<file path="src/rtl/mult_pkg.sv">
// mult_pkg: FSM encoding and counter sizing shared by the shift-add multiplier
package mult_pkg;
    localparam logic [1:0] ST_IDLE = 2'd0;
    localparam logic [1:0] ST_LOAD = 2'd1;
    localparam logic [1:0] ST_CALC = 2'd2;
    localparam logic [1:0] ST_DONE = 2'd3;
    typedef enum logic [1:0] {
        IDLE = ST_IDLE,
        LOAD = ST_LOAD,
        CALC = ST_CALC,
        DONE = ST_DONE
    } state_t;
    function automatic int cnt_width(input int w);
        return $clog2(w + 1);
    endfunction
endpackage

</file>
<file path="src/rtl/mult_addshift_step.sv">
// mult_addshift_step: one add-then-shift iteration of the {acc,P} product register
module mult_addshift_step #(
    parameter int DATAWIDTH = 8
) (
    input  logic [DATAWIDTH:0]   acc_i,
    input  logic [DATAWIDTH-1:0] p_i,
    input  logic [DATAWIDTH-1:0] a_i,
    output logic [DATAWIDTH:0]   acc_o,
    output logic [DATAWIDTH-1:0] p_o
);
    logic [DATAWIDTH:0] sum;
    always_comb begin
        sum   = acc_i + (p_i[0] ? {1'b0, a_i} : '0);
        acc_o = {1'b0, sum[DATAWIDTH:1]};
        p_o   = {sum[0], p_i[DATAWIDTH-1:1]};
    end
endmodule

</file>
<file path="src/rtl/shiftadd_multiplier_system.sv">
// shiftadd_multiplier_system: sequential shift-add multiplier; MULT_EARLY_EXIT_EN stops once remaining multiplier bits are zero
module shiftadd_multiplier_system
    import mult_pkg::*;
#(
    parameter int DATAWIDTH = 8,
    parameter int CNTWIDTH  = cnt_width(DATAWIDTH)
) (
    input  logic                     Clk_System,
    input  logic                     lowRst_System,
    input  logic                     sStart,
    input  logic [DATAWIDTH-1:0]     sDataInA,
    input  logic [DATAWIDTH-1:0]     sDataInB,
    output logic [2*DATAWIDTH-1:0]   sProduct,
    output logic                     sBusy,
    output logic                     sDone,
    output logic                     sZero,
    output logic                     sOverflow
);
    state_t                 state_q, state_d;
    logic [DATAWIDTH-1:0]   a_q, a_d, p_q, p_d, p_s;
    logic [DATAWIDTH:0]     acc_q, acc_d, acc_s;
    logic [CNTWIDTH-1:0]    cnt_q, cnt_d, cnt_s;
    logic [2*DATAWIDTH-1:0] prod_q, prod_d, res;
    logic                   busy_q, busy_d, done_q, done_d, zero_q, zero_d, ovf_q, ovf_d, last;
`ifdef MULT_EARLY_EXIT_EN
    logic [DATAWIDTH-1:0]   rem_mask;
`endif

    mult_addshift_step #(.DATAWIDTH(DATAWIDTH)) u_step (
        .acc_i(acc_q), .p_i(p_q), .a_i(a_q), .acc_o(acc_s), .p_o(p_s)
    );

    always_comb begin
        cnt_s = cnt_q - CNTWIDTH'(1);
`ifdef MULT_EARLY_EXIT_EN
        // low cnt_s bits of P are still unconsumed multiplier bits; realign the product on exit
        rem_mask = ~({DATAWIDTH{1'b1}} << cnt_s);
        last     = (cnt_q == CNTWIDTH'(1)) || ((p_s & rem_mask) == '0);
        res      = {acc_s[DATAWIDTH-1:0], p_s} >> cnt_s;
`else
        last     = cnt_q == CNTWIDTH'(1);
        res      = {acc_s[DATAWIDTH-1:0], p_s};
`endif
        state_d = state_q;
        a_d     = a_q;
        p_d     = p_q;
        acc_d   = acc_q;
        cnt_d   = cnt_q;
        prod_d  = prod_q;
        zero_d  = zero_q;
        ovf_d   = ovf_q;
        busy_d  = 1'b0;
        done_d  = 1'b0;
        case (state_q)
            IDLE: if (sStart) begin
                state_d = LOAD;
                a_d     = sDataInA;
                p_d     = sDataInB;
                busy_d  = 1'b1;
            end
            LOAD: begin
                acc_d   = '0;
                cnt_d   = CNTWIDTH'(DATAWIDTH);
                state_d = CALC;
                busy_d  = 1'b1;
`ifdef MULT_EARLY_EXIT_EN
                if (p_q == '0) begin
                    state_d = DONE;
                    busy_d  = 1'b0;
                    done_d  = 1'b1;
                    prod_d  = '0;
                    zero_d  = 1'b1;
                    ovf_d   = 1'b0;
                end
`endif
            end
            CALC: begin
                acc_d  = acc_s;
                p_d    = p_s;
                cnt_d  = cnt_s;
                busy_d = 1'b1;
                if (last) begin
                    state_d = DONE;
                    busy_d  = 1'b0;
                    done_d  = 1'b1;
                    prod_d  = res;
                    zero_d  = res == '0;
                    ovf_d   = |res[2*DATAWIDTH-1:DATAWIDTH];
                end
            end
            default: state_d = IDLE;
        endcase
    end

    always_ff @(posedge Clk_System or negedge lowRst_System) begin
        if (!lowRst_System) begin
            state_q <= IDLE;
            a_q     <= '0;
            p_q     <= '0;
            acc_q   <= '0;
            cnt_q   <= '0;
            prod_q  <= '0;
            busy_q  <= 1'b0;
            done_q  <= 1'b0;
            zero_q  <= 1'b0;
            ovf_q   <= 1'b0;
        end else begin
            state_q <= state_d;
            a_q     <= a_d;
            p_q     <= p_d;
            acc_q   <= acc_d;
            cnt_q   <= cnt_d;
            prod_q  <= prod_d;
            busy_q  <= busy_d;
            done_q  <= done_d;
            zero_q  <= zero_d;
            ovf_q   <= ovf_d;
        end
    end

    assign sProduct  = prod_q;
    assign sBusy     = busy_q;
    assign sDone     = done_q;
    assign sZero     = zero_q;
    assign sOverflow = ovf_q;
endmodule

</file>
<file path="config.mk">
export PLATFORM = sky130hd
export DESIGN_NAME = shiftadd_multiplier_system
export DESIGN_NICKNAME = d
export VERILOG_FILES = /design/src/rtl/mult_pkg.sv /design/src/rtl/mult_addshift_step.sv /design/src/rtl/shiftadd_multiplier_system.sv
export SDC_FILE = /design/constraint.sdc
export NUM_CORES = 1
export LEC_CHECK = 0
export CAP_MARGIN = 40
export CELL_PAD_IN_SITES_DETAIL_PLACEMENT = 1
export CELL_PAD_IN_SITES_GLOBAL_PLACEMENT = 1
export CORE_MARGIN = 2
export CORE_UTILIZATION = 41
export DETAILED_ROUTE_END_ITERATION = 10
export HOLD_SLACK_MARGIN = 0.1
export PLACE_DENSITY = 0.79
export SLEW_MARGIN = 25
export SYNTH_ARGS = -nofsm -noshare
export SYNTH_HDL_FRONTEND = slang
export SYNTH_SLANG_ARGS = --single-unit
</file>
<file path="constraint.sdc">
create_clock -name Clk_System -period 2.6 [get_ports Clk_System]
set_input_delay 0.52 -clock Clk_System [delete_from_list [all_inputs] [get_ports Clk_System]]
set_output_delay 0.52 -clock Clk_System [all_outputs]
set_load 0.1 [all_outputs]
</file>
## After elaboration in Yosys (flattened, before gate mapping)

Cells that the tools add are included.

| storage, ports and cells | value |
|---|---|
| register bits | 51 |
| input bits | 19 |

| operators by class | value |
|---|---|
| equal/unequal tests | 5 |
| multiplexer cells | 13 |
| reductions and logical operators | 9 |
| add/subtract/negate cells | 2 |

Operators by type and width:

| operator | number |
|---|---|
| $pmux 9 s2 | 1 |
| $logic_not 16->1 | 1 |
| $mux 8 | 2 |
| $pmux 8 s2 | 1 |
| $add 9x9->9 | 1 |
| $pmux 4 s2 | 1 |
| $reduce_and 2->1 | 4 |
| $reduce_or 8->1 | 1 |
| $pmux 2 s3 | 1 |
| $eq 4x1->1 const B | 1 |
| $mux 1 | 4 |
| $mux 2 | 2 |
| $ne 2x2->1 const B | 2 |
| $reduce_bool 2->1 | 2 |
| $sub 4x1->4 const B | 1 |
| $pmux 1 s3 | 1 |
| $eq 2x1->1 const B | 1 |
| $eq 2x2->1 const B | 1 |
| $logic_not 2->1 | 1 |

## Depth between registers and ports, before layout

| depth | value |
|---|---|
| word-level depth | 3 |
| gate-level depth with buffers | 9 |

## Hierarchy

Synthesis repeated with hierarchy kept, for this count alone.

| unflattened totals | value |
|---|---|
| cells, all modules | 248 |
| area, all modules | 2718.9 µm² |

By module, submodules not included:

| module | cells an instance | times used | area an instance (µm²) |
|---|---|---|---|
| shiftadd_multiplier_system | 191 | 1 | 2269.7 |
| mult_addshift_step | 57 | 1 | 449.2 |

## Least setup slack after synthesis

OpenSTA, ideal clock, no wires.

| timing path | value |
|---|---|
| kind | flip-flop to flip-flop |
| from | register p_q[0] |
| to | register ovf_q (netlist: sOverflow) |
| cell stages (with the launch flop) | 10 |
| arrival | 2101 ps |
| data required time | 2476 ps |
| slack | 375 ps |
| cells stage by stage | dfrtp_1 and2_1 ha_1 inv_1 fa_1 nand2b_1 a211oi_2 o21a_1 o2111ai_1 o31a_1 |

| between the ends | value |
|---|---|
| cells in the longest elaborated chain, start to end | 3 |

RTL lines:

| element | RTL line | text |
|---|---|---|
| from (decl) | shiftadd_multiplier_system.sv:20 | `logic [DATAWIDTH-1:0] a_q, a_d, p_q, p_d, p_s;` |
| from (signal assigned) | shiftadd_multiplier_system.sv:110 | `p_q <= p_d;` |
| $mux 8 | mult_addshift_step.sv:13 | `sum = acc_i + (p_i[0] ? {1'b0, a_i} : '0);` |
| $add 9x9->9 | mult_addshift_step.sv:13 |  |
| $reduce_or 8->1 | shiftadd_multiplier_system.sv:88 | `ovf_d = \|res[2*DATAWIDTH-1:DATAWIDTH];` |
| to (signal assigned) | shiftadd_multiplier_system.sv:117 | `ovf_q <= ovf_d;` |
| to (decl) | shiftadd_multiplier_system.sv:24 | `logic busy_q, busy_d, done_q, done_d, zero_q, zero_d, ovf_q, ovf_d, last;` |

No other way between the ends.
A chain may end at the register's enable or synchronous reset.

## Worst setup path after layout

Ends and elaborated chain as after synthesis.

==> out/metrics.cfg <==
[run_status]
status=complete, no violations

[logic_synthesis]
syn_inst=251
syn_nets=285
ys_seq_area_share_pct=49.7
synthTopCellsByArea=dfrtp_1 50%, ha_1 7.0%, nand2_1 6.6%
synthFlopType=dfrtp_1
yosysWarningCount=0
syn_avg_cell_area_um2=10.0
yosys.area.top_type_share_pct=49.7
synth_seq_cells=50
synth-async-reset-ratio_pct=100
synth_area_um2=2520
synth_edf_count=0
yosysTopAreaCell=dfrtp_1
yosys.cell_types.count=45

[grt]
grt_pass1_wl_um=10100
grt_overflow=0
grt_max_degree=51
track_usage_pct=20.0
grt_pass1_vias=2068
antenna_found_initial=0

[cells_and_area]
final_nets=331
diodes=0
area_growth_syn_to_layout_pct=21.6
drive_gt1_share_pct=18.1
final_cells=373
design_area_um2=3060

[cts]
cts-htree-levels=2
clock-sinks=50
cts-root-buf=clkbuf_8
clock_latency_ps=310
cts.path.max_buffers=2
cts_tree=done
hold_buffers=0
cts_made_buffers=5
cts.reportedPaths.clkPinSlew_ps=100

[critical_path]
path_buf_inv=1
cp_slowest_cell=dfrtp_2
critPathMaxStageDelay_ps=420
worstPathRequired_ps=2810
critPathKind=flop to flop
worstPathArrival_ps=2650
critPathTopFamily=compound AO/OA/AOI/OAI gates
critPathCaptureType=flop
critPathLaunchType=flop
cp_cell_sequence=and2_1 -> ha_1 -> inv_1 -> fa_1 -> nand2b_1 -> a211oi_2 -> o21a_1 -> o2111ai_1 -> o31a_1
cp_max_fo=7

[sta]
worstMarginPinSlew_ps=642
fin_worst_skew_ps=3.79
setup_tns_ps=0
rsz0062_at_grt=false
drv_slew=0
hold_viol_final=0
fin_hold_ws_ps=291
timing.fmax_mhz=410
period_share_pct=93.8
setup_viol=0
period_needed_ps=2440
slew_headroom_pct=57.2

[placement]
placed_cell_area_um2=2950
hpwl_um=4490
placed_cells=362
portBuffers=38
place.gp.congestion=0.780

[floorplan]
num_rows=28
io_pins=39
dieArea_um2=6790
die_x_um=82.4
start_util_pct=42.5
die_y_um=82.4
core_um2=5920

[drt]
via_per_inst=5.41
drtAntennaViolNets=0
wl_per_cell_um=16.5
dr.first_iter.drc_count=126
vias=2018
drc_errors=0
routed_wirelength_um=6170
drtPass1Iterations=4

[run]
drv_cap=0

[hold_path]
worst_hold_path_type=input port to asynchronous set/reset pin

-- metrics by stage --
step	util (%)	setup slack, ps
final	51.7	160
after floorplan	-	375
after detailed placement	49.8	69.3
after global placement	49.8	214
after CTS	51.3	53.9
after global routing	51.7	13.6
-- layout by cell type, fill, tap and decap left out, types with 3 or more instances in the layout --
master	synthesis	final
ha_1	14	14
o21ai_1	3	3
clkdlybuf4s50_1	0	17
o21ai_0	14	14
clkbuf_8	0	5
o22ai_1	20	20
and2_1	7	7
nand2_1	44	44
inv_1	19	19
nand2b_1	4	4
mux2_2	8	8
dfrtp_1	50	49
nor2_1	4	4
a21o_1	3	3
buf_4	0	29
o21a_1	3	3
xor2_1	3	3
a21oi_1	12	12
-- layer usage --
metal  vias to the layer above  wire length (um)  GRT usage (%)  share of wire [%]
met1                       992              2920           26.8                 47
met5                         -                 0              0                  0
met2                        44              2930           32.5                 48
met3                        10               248           4.89                4.0
met4                         0                59           5.17               0.96
li1                        972                 -              -                  -
-- sequential cells by signal, summed over array words and instances, names as in the netlist --
name,cells
p_q,8
sBusy,1
a_q,8
sProduct,16
sOverflow,1
cnt_q,4
sZero,1
state_q,2
sDone,1
acc_q,8
-- final cells by class --
type / count / area, um^2
Multi-Input combinational cell: 173 / 1150
Clock inverter: 3 / 21.3
Sequential cell: 50 / 1250
Clock buffer: 5 / 68.8
Tap cell: 75 / 93.8
Inverter: 20 / 80.1
Timing Repair Buffer: 47 / 393
Fill cell: 682 / 2860
-- repair_timing --
| item | in CTS | in global routing |
|---|---|---|
| endpoints found under the setup margin | 0 | 2 |
| buffers inserted | 0 | 3 |
| resized for setup | 0 | 1 |
-- Yosys cell counts, types with 4 or more instances --
cell type / count
a21oi_1: 12
and2_1: 7
clkbuf_1: 5
dfrtp_1: 50
ha_1: 14
inv_1: 19
mux2_2: 8
nand2_1: 44
nand2b_1: 4
nor2_1: 4
o21ai_0: 14
o22ai_1: 20
-- cells by family after synthesis --
family	share of synthesized area (%)
fa+ha+maj	7.75
compound gates	17.8
xor+xnor	1.74
flops	49.7
simple gates	14.6
mux	3.97
buf+inv	4.52
-- path summary, 6_finish.rpt --
check / startpoint / end / slack, ps / cells past startpoint
max in group asynchronous: lowRst_System / p_q[0]$_DFFE_PN0P_ / 1830 / 2
min in group Clk_System: sProduct[0]$_DFFE_PN0P_ / sProduct[0]$_DFFE_PN0P_ / 480 / 2
hold reg to reg: sProduct[0]$_DFFE_PN0P_ / sProduct[0]$_DFFE_PN0P_ / 480 / 2
hold / removal: lowRst_System / a_q[4]$_DFFE_PN0P_ / 290 / 2
setup / recovery: p_q[0]$_DFFE_PN0P_ / sOverflow$_DFFE_PN0P_ / 160 / 9
setup reg to reg: p_q[0]$_DFFE_PN0P_ / sOverflow$_DFFE_PN0P_ / 160 / 9
Power is left out: the tool's default activity adds up to more than one toggle a clock period on the data nets, which glitch-free logic cannot reach.
